**src/rtl/pipeline_pkg.sv**
```systemverilog
// Shared pipeline types for the memory-port arbiter.
// Holds the arbiter state encoding and the datapath width.
package pipeline_pkg;

  localparam int WORD_W = 32;

  typedef enum logic [1:0] {
    IDLE  = 2'd0,
    FETCH = 2'd1,
    DATA  = 2'd2
  } arb_state_t;

endpackage

```
**src/rtl/wait_watchdog.sv**
```systemverilog
// Counts wait cycles on the shared memory port.
// Flags one cycle as the count reaches TIMEOUT, then saturates.
module wait_watchdog #(
  parameter int TIMEOUT = 255
) (
  input  logic clk,
  input  logic reset,
  input  logic busy,
  input  logic clear,
  output logic expired
);

  localparam int CW = $clog2(TIMEOUT + 1);
  localparam logic [CW-1:0] SAT = CW'(TIMEOUT);

  logic [CW-1:0] cnt_q, cnt_d;

  always_comb begin
    cnt_d = cnt_q;
    if (clear)
      cnt_d = '0;
    else if (busy && cnt_q != SAT)
      cnt_d = cnt_q + 1'b1;
  end

  always_ff @(posedge clk) begin
    if (reset)
      cnt_q <= '0;
    else
      cnt_q <= cnt_d;
  end

  // Fires on the wait cycle whose edge makes the count saturate.
  assign expired = busy && !clear && (cnt_q == SAT - 1'b1);

endmodule

```
**src/rtl/mem_port_arbiter.sv**
```systemverilog
// Shares one memory port between IF and MEM; MEM always wins.
// Drives PC/IF-ID write enables and the downstream pipeline hold.
module mem_port_arbiter
  import pipeline_pkg::*;
#(
  parameter int TIMEOUT = 255
) (
  input  logic              clk,
  input  logic              reset,
  input  logic              if_req,
  input  logic [WORD_W-1:0] if_addr,
  input  logic              mem_read,
  input  logic              mem_write,
  input  logic [WORD_W-1:0] mem_addr,
  input  logic [WORD_W-1:0] mem_wdata,
  input  logic              hazard_stall,
  output logic              port_req,
  output logic              port_we,
  output logic [WORD_W-1:0] port_addr,
  output logic [WORD_W-1:0] port_wdata,
  input  logic              port_ready,
  input  logic [WORD_W-1:0] port_rdata,
  output logic [WORD_W-1:0] if_instr,
  output logic              if_valid,
  output logic [WORD_W-1:0] mem_rdata,
  output logic              mem_done,
  output logic              PCWrite,
  output logic              IF_ID_Write,
  output logic              pipe_hold,
  output logic              bus_err
);

  arb_state_t        state_q, state_d;
  logic              we_q, we_d;
  logic [WORD_W-1:0] addr_q, addr_d;
  logic [WORD_W-1:0] wdata_q, wdata_d;
  logic [WORD_W-1:0] instr_q, instr_d;
  logic [WORD_W-1:0] rdata_q, rdata_d;
  logic              if_valid_q, if_valid_d;
  logic              mem_done_q, mem_done_d;
  logic              served_q, served_d;
  logic              bus_err_q;
  logic              advance;
  logic              expired;

  always_comb begin
    state_d    = state_q;
    we_d       = we_q;
    addr_d     = addr_q;
    wdata_d    = wdata_q;
    instr_d    = instr_q;
    rdata_d    = rdata_q;
    if_valid_d = 1'b0;
    mem_done_d = 1'b0;
    served_d   = served_q;
    unique case (state_q)
      IDLE: begin
        if ((mem_read || mem_write) && !served_q) begin
          state_d = DATA;
          addr_d  = mem_addr;
          we_d    = mem_write;
          wdata_d = mem_wdata;
        end else if (if_req) begin
          state_d = FETCH;
          addr_d  = if_addr;
          we_d    = 1'b0;
          wdata_d = '0;
        end
      end
      DATA: begin
        if (port_ready) begin
          if (!we_q)
            rdata_d = port_rdata;
          mem_done_d = 1'b1;
          served_d   = 1'b1;
          if (if_req) begin
            state_d = FETCH;
            addr_d  = if_addr;
            we_d    = 1'b0;
            wdata_d = '0;
          end else begin
            state_d = IDLE;
          end
        end
      end
      FETCH: begin
        if (port_ready) begin
          instr_d    = port_rdata;
          if_valid_d = 1'b1;
          // Pipeline advances here, so the MEM op in flight is retired.
          served_d   = 1'b0;
          state_d    = IDLE;
        end
      end
      default: state_d = IDLE;
    endcase
  end

  always_ff @(posedge clk) begin
    if (reset) begin
      state_q    <= IDLE;
      we_q       <= 1'b0;
      addr_q     <= '0;
      wdata_q    <= '0;
      instr_q    <= '0;
      rdata_q    <= '0;
      if_valid_q <= 1'b0;
      mem_done_q <= 1'b0;
      served_q   <= 1'b0;
      bus_err_q  <= 1'b0;
    end else begin
      state_q    <= state_d;
      we_q       <= we_d;
      addr_q     <= addr_d;
      wdata_q    <= wdata_d;
      instr_q    <= instr_d;
      rdata_q    <= rdata_d;
      if_valid_q <= if_valid_d;
      mem_done_q <= mem_done_d;
      served_q   <= served_d;
      bus_err_q  <= bus_err_q | expired;
    end
  end

  wait_watchdog #(
    .TIMEOUT(TIMEOUT)
  ) u_wdog (
    .clk    (clk),
    .reset  (reset),
    .busy   ((state_q != IDLE) && !port_ready),
    .clear  (state_d != state_q),
    .expired(expired)
  );

  assign advance     = (state_q == FETCH) && port_ready;
  assign PCWrite     = advance && !hazard_stall;
  assign IF_ID_Write = advance && !hazard_stall;
  assign pipe_hold   = !advance;

  assign port_req   = (state_q != IDLE);
  assign port_we    = we_q;
  assign port_addr  = addr_q;
  assign port_wdata = wdata_q;
  assign if_instr   = instr_q;
  assign if_valid   = if_valid_q;
  assign mem_rdata  = rdata_q;
  assign mem_done   = mem_done_q;
  assign bus_err    = bus_err_q;

endmodule
```
**config.mk**
```make
export PLATFORM = sky130hd
export DESIGN_NAME = mem_port_arbiter
export DESIGN_NICKNAME = d
export VERILOG_FILES = /design/src/rtl/pipeline_pkg.sv /design/src/rtl/wait_watchdog.sv /design/src/rtl/mem_port_arbiter.sv
export SDC_FILE = /design/constraint.sdc
export NUM_CORES = 1
export LEC_CHECK = 0
export CORE_UTILIZATION = 43
export DETAILED_ROUTE_END_ITERATION = 16
export GPL_TIMING_DRIVEN = 0
export PLACE_DENSITY = 0.85
export REMOVE_ABC_BUFFERS = 1
export SLEW_MARGIN = 20
export SYNTH_ARGS = -nofsm -noshare
export SYNTH_HDL_FRONTEND = slang
export SYNTH_SLANG_ARGS = --single-unit
```
**constraint.sdc**
```tcl
create_clock -name clk -period 3.3 [get_ports clk]
set_input_delay 0.66 -clock clk [delete_from_list [all_inputs] [get_ports clk]]
set_output_delay 0.66 -clock clk [all_outputs]
set_load 0.1 [all_outputs]
```
Word-level counts from Yosys, hierarchy flattened
Index checks and enable logic that the tools add are counted.
{"block": "totals", "register_bits": 143}
{"block": "classes", "eq_ne": 7, "bitwise_logic": 4, "muxes": 22, "n_addsub": 1, "reduce_logical": 24}
{"cell": "32-bit two-way mux", "n": 6}
{"cell": "32-bit one-hot mux with 2 select lines", "n": 2}
{"cell": "8-bit by 1-bit adder with 8-bit output (second input constant)", "n": 1}
{"cell": "8-bit equality test (second input constant)", "n": 1}
{"cell": "2-bit two-way mux", "n": 4}
{"cell": "8-bit inequality test (second input constant)", "n": 1}
{"cell": "1-bit logical AND", "n": 7}
{"cell": "1-bit two-way mux", "n": 7}
{"cell": "2-bit one-hot mux with 3 select lines", "n": 1}
{"cell": "3-bit AND reduction", "n": 2}
{"cell": "2-bit nonzero test", "n": 3}
{"cell": "2-bit OR reduction", "n": 3}
{"cell": "1-bit zero test", "n": 5}
{"cell": "2-bit inequality test (second input constant)", "n": 2}
{"cell": "1-bit one-hot mux with 2 select lines", "n": 2}
{"cell": "2-bit AND reduction", "n": 2}
{"cell": "1-bit NOT", "n": 3}
{"cell": "2-bit by 1-bit equality test with 1-bit output (second input constant)", "n": 1}
{"cell": "2-bit equality test (second input constant)", "n": 1}
{"cell": "2-bit zero test", "n": 1}
{"cell": "2-bit inequality test", "n": 1}
{"cell": "1-bit logical OR", "n": 1}
{"cell": "1-bit OR", "n": 1}

Depth between registers and ports, before layout
{"block": "logic_depth", "ltp_word": 9, "depth_mapped": 7, "depth_no_buf": 5}

Cells and area by module
A second synthesis with hierarchy kept.
{"block": "unflattened", "cells_unflattened": 721, "area_unflattened_um2": 6170.9}
{"mod": "mem_port_arbiter", "instances": 1, "area_per_inst_um2": 5723.0, "cells_each": 670}
{"mod": "wait_watchdog", "instances": 1, "area_per_inst_um2": 447.9, "cells_each": 51}

Worst setup path after synthesis
Ideal clock, no wire load.
{"block": "synth_timing", "path_type": "input-to-output", "startpoint": "in port_ready", "endpoint": "out PCWrite", "n_path_buf": 3, "required_ns": 2.640, "setup_slack_ns": -1.250, "arrival_time_ns": 3.890, "cell_stages": 7, "path_cell_list": "buf_2 > nand2_1 > nor2_2 > clkinv_1 > clkbuf_1 > nor2_1 > buf_4"}
{"block": "synth_via", "elab_chain_len": 2}
{"item": "start: declaration", "line": "mem_port_arbiter.sv:21", "text": "input logic port_ready,"}
{"item": "1-bit logical AND", "line": "mem_port_arbiter.sv:135", "text": "assign advance = (state_q == FETCH) && port_ready;"}
{"item": "1-bit logical AND"}
{"item": "end: declaration", "line": "mem_port_arbiter.sv:27", "text": "output logic PCWrite,"}
No other way between the ends.

Worst setup path in the final report
{"block": "layout_timing", "startpoint": "reg state_q[0]", "endpoint": "out IF_ID_Write"}
{"block": "layout_via", "elab_chain_len": 3}
{"item": "start: declaration", "line": "mem_port_arbiter.sv:33", "text": "arb_state_t state_q, state_d;"}
{"item": "start signal: assignment", "line": "mem_port_arbiter.sv:112", "text": "state_q <= state_d;"}
{"item": "2-bit by 1-bit equality test with 1-bit output", "line": "mem_port_arbiter.sv:135"}
{"item": "1-bit logical AND", "line": "mem_port_arbiter.sv:135"}
{"item": "1-bit logical AND", "line": "mem_port_arbiter.sv:137", "text": "assign IF_ID_Write = advance && !hazard_stall;"}
{"item": "end: declaration", "line": "mem_port_arbiter.sv:28", "text": "output logic IF_ID_Write,"}
No other way between the ends.

==> flow_summary.ini <==
[global_routing]
grt.overflow.total = 0
grt_usage = 0.261
grt_pass1_vias = 5276
grt_pass1_wl_um = 26200
grt_max_degree = 66
antenna_found_initial = 0

[flow_run]
timing.max_cap.violations = 0

[worst_setup_path]
cp_data_arrival_time_ns = 2.28
critPathSlowestCell = dfxtp_1
critPathKind = reg2out
cp_max_fo = 35
slowest_delay_ns = 0.57
rrSetupSlack_ns = 1.13
crit_start = state_q[0]
rr_endpoint = port_addr[2]
worstSetupStartpointType = register
crit_path_cell_trace = nand2_1, nor2_4, clkinv_4, nor2_1, clkbuf_4
timing.rr.start = state_q[1]
crit_path_end_kind = output pin
ff2ff_path_depth = 4
required_ns = 2.64
critPathCapture = IF_ID_Write

[routing]
drt_iter0_drc = 407
first_pass_iters = 4
viasPerCell = 5.18
drt-wirelength-per-cell_um = 16.0
wirelength_um = 16700
vias = 5436
post-route-drc-count = 0
ant_nets = 0

[sta]
period_needed_ns = 2.94
max_slew_margin = 0.319
setup_violations = 0
skew_ns = 0.00792
max_freq_ghz = 0.340
fin_crit_sh = 0.890
hold_viol_final = 0
tightest_slew_ns = 1.02
rsz0062_at_grt = no
fin_setup_tns_ns = 0
maxSlewViolCount = 0

[clock_network]
htree_num_levels = 4
cts_sinks = 143
cts_tree = yes
clk_pin_slew_worst_paths_ns = 0.06
cts_hold_buf = 0
cts_max_path_buffers = 2
cts-root-buf = clkbuf_16
clock_latency_ns = 0.42
cts_made_buffers = 17

[synthesis]
ys_warn_count = 0
ys_seq_area_frac = 0.533
synth_top_area_share = 0.533
yosys-top-cells-area = dfxtp_1 (53%), nand2_1 (14%), a21oi_1 (6.3%)
synth_xor_area_frac = 0.00652
synth_edf_count = 0
synth_top_family_by_area = compound AO/OA/AOI/OAI gates
ys.flop_type = dfxtp_1
yosys.area_share.adder = 0.00466
synth-async-reset-ratio = 0
synth_mux_area_frac = 0.00210
syn_inst = 621
synth_compound_area_frac = 0.205
syn-mean-instance-area_sq_um = 8.65
synth_seq_cells = 143
synth_area_sq_um = 5370
synthSimpleGateAreaFrac = 0.202
ys_types = 46
synth_top_area_cell = dfxtp_1

[cells_and_area]
drive_above_1_share = 0.0704
stdcell_count = 1049
syn2layout_area_growth_pct = 64.9
nNetsFinal = 1006
antennaDiodeCount = 0

[floorplanning]
start_util = 0.444
die_width_um = 114
rows = 40
core_area_sq_um = 12100
die_area_sq_um = 12900
ios = 271
die_y_um = 114

[worst_hold_path]
worstHoldStart = mem_rdata[19]
hp-class = reg2reg

[placed_design]
dp_hpwl_um = 11600
gp_routability_congestion = 0.818
portBuffers = 270
dp_cells = 1016

[pwr]
p_leak_nw = 3.26
vdd_ir_drop_max_mv = 0.370
power.density_nw_per_um2 = 686

[run_status]
status = complete, no violations
==> power by group <==
part	switching, mW	internal, mW	leakage [nW]
registers	0.0904	1.87	1.17
logic	1.43	0.542	1.77
clock network	0.713	1.43	0.327
total	2.23	3.84	3.26
==> routing by layer <==
metal	share of wire	wire length, um	vias to the layer above	track usage
li1	-	-	2620	-
met1	0.37	6180	2517	0.283
met2	0.51	8590	262	0.469
met3	0.089	1490	37	0.0808
met4	0.029	487	0	0.115
met5	0	0	-	0
==> per-stage QoR <==
| step | setup slack [ns] | cell area (sq um) | utilization | total power, mW | hold slack, ns |
|---|---|---|---|---|---|
| final | 0.362 | 8860 | 0.731 | 6.08 | 0.451 |
| after global routing | 0.157 | 8860 | 0.731 | 6.28 | 0.468 |
| after CTS | -0.0974 | 8850 | 0.731 | 6.11 | 0.454 |
| after detailed placement | -2.30 | 8190 | 0.676 | 3.96 | 0.446 |
| after global placement | -3.54 | 8050 | 0.665 | 3.90 | 0.441 |
| after floorplan | -3.10 | 5140 | - | 3.35 | 0.440 |
==> sequential cells by signal, summed over array words and instances, names as in the netlist, 2 cells and up <==
| signal | flops |
|---|---|
| port_addr | 32 |
| state_q | 2 |
| port_wdata | 32 |
| if_instr | 32 |
| u_wdog.cnt_q | 8 |
| mem_rdata | 32 |
==> area by class of cell <==
| cell class | instances | area, sq um |
|---|---|---|
| timing repair buffer | 277 | 2800 |
| clock inverter | 12 | 214 |
| fill | 879 | 3250 |
| sequential | 143 | 2860 |
| multi-input combinational | 425 | 2300 |
| tap | 168 | 210 |
| clock buffer | 19 | 443 |
| inverter | 5 | 23.8 |
==> critical path: cells and delay by family (launching register included) <==
kind          cells  cell delay [ns]
buf+inv           2             0.60
simple gates      3             0.67
flops             1             0.57
==> cells in the final DEF (no fill, tap or decap), drive strengths merged, types with 2 or more instances in the layout <==
| cell type | count |
|---|---|
| o21bai | 3 |
| ha | 2 |
| a21oi | 68 |
| and3 | 2 |
| dlymetal6s2s | 2 |
| a31oi | 2 |
| nand2 | 199 |
| xnor2 | 2 |
| dfxtp | 143 |
| or2 | 2 |
| clkdlybuf4s50 | 264 |
| a211oi | 2 |
| nand3b | 2 |
| nor4b | 2 |
| nor3 | 2 |
| buf | 9 |
| a22o | 33 |
| bufinv | 6 |
| nand4 | 4 |
| clkbuf | 21 |
| inv | 5 |
| nor2 | 46 |
| clkinv | 6 |
| nand3 | 4 |
| a311oi | 32 |
| xor2 | 2 |
==> logic make-up after synthesis <==
| group | Yosys count |
|---|---|
| compound gates | 148 |
| simple gates | 269 |
| xor+xnor | 4 |
| buf+inv | 54 |
| mux | 1 |
| flops | 143 |
| fa+ha+maj | 2 |
==> how the worst min path moves through the flow <==
stage                     depth (start not counted)  slack, ns       endpoint
after CTS                                         2       0.45   mem_rdata[4]
after global routing                              2       0.47   mem_rdata[4]
after detailed placement                          2       0.45   mem_rdata[4]
final                                             2       0.45  mem_rdata[19]
after global placement                            2       0.44   mem_rdata[6]
after floorplan                                   2       0.44       served_q
==> repair_timing <==
action / in CTS / in global routing
cloned: 1 / 0
endpoints found under the setup margin: 36 / 3
resized for setup: 17 / 4
setup buffers: 1 / 0
pin swaps: 1 / 0
==> synth_stat cells (2+ instances only) <==
library cell,count
nand2_1,199
dfxtp_1,143
a21oi_1,68
nor2_1,44
a22o_1,33
clkbuf_1,28
a311oi_1,27
buf_2,16
a311oi_2,5
inv_1,4
nand3_1,4
nand4_1,4
buf_6,3
a31oi_1,2
and3_1,2
buf_4,2
ha_1,2
nand3b_1,2
nor4b_1,2
o21bai_1,2
or2_2,2
xnor2_1,2
xor2_1,2
Power figures use the tool's default switching activity.
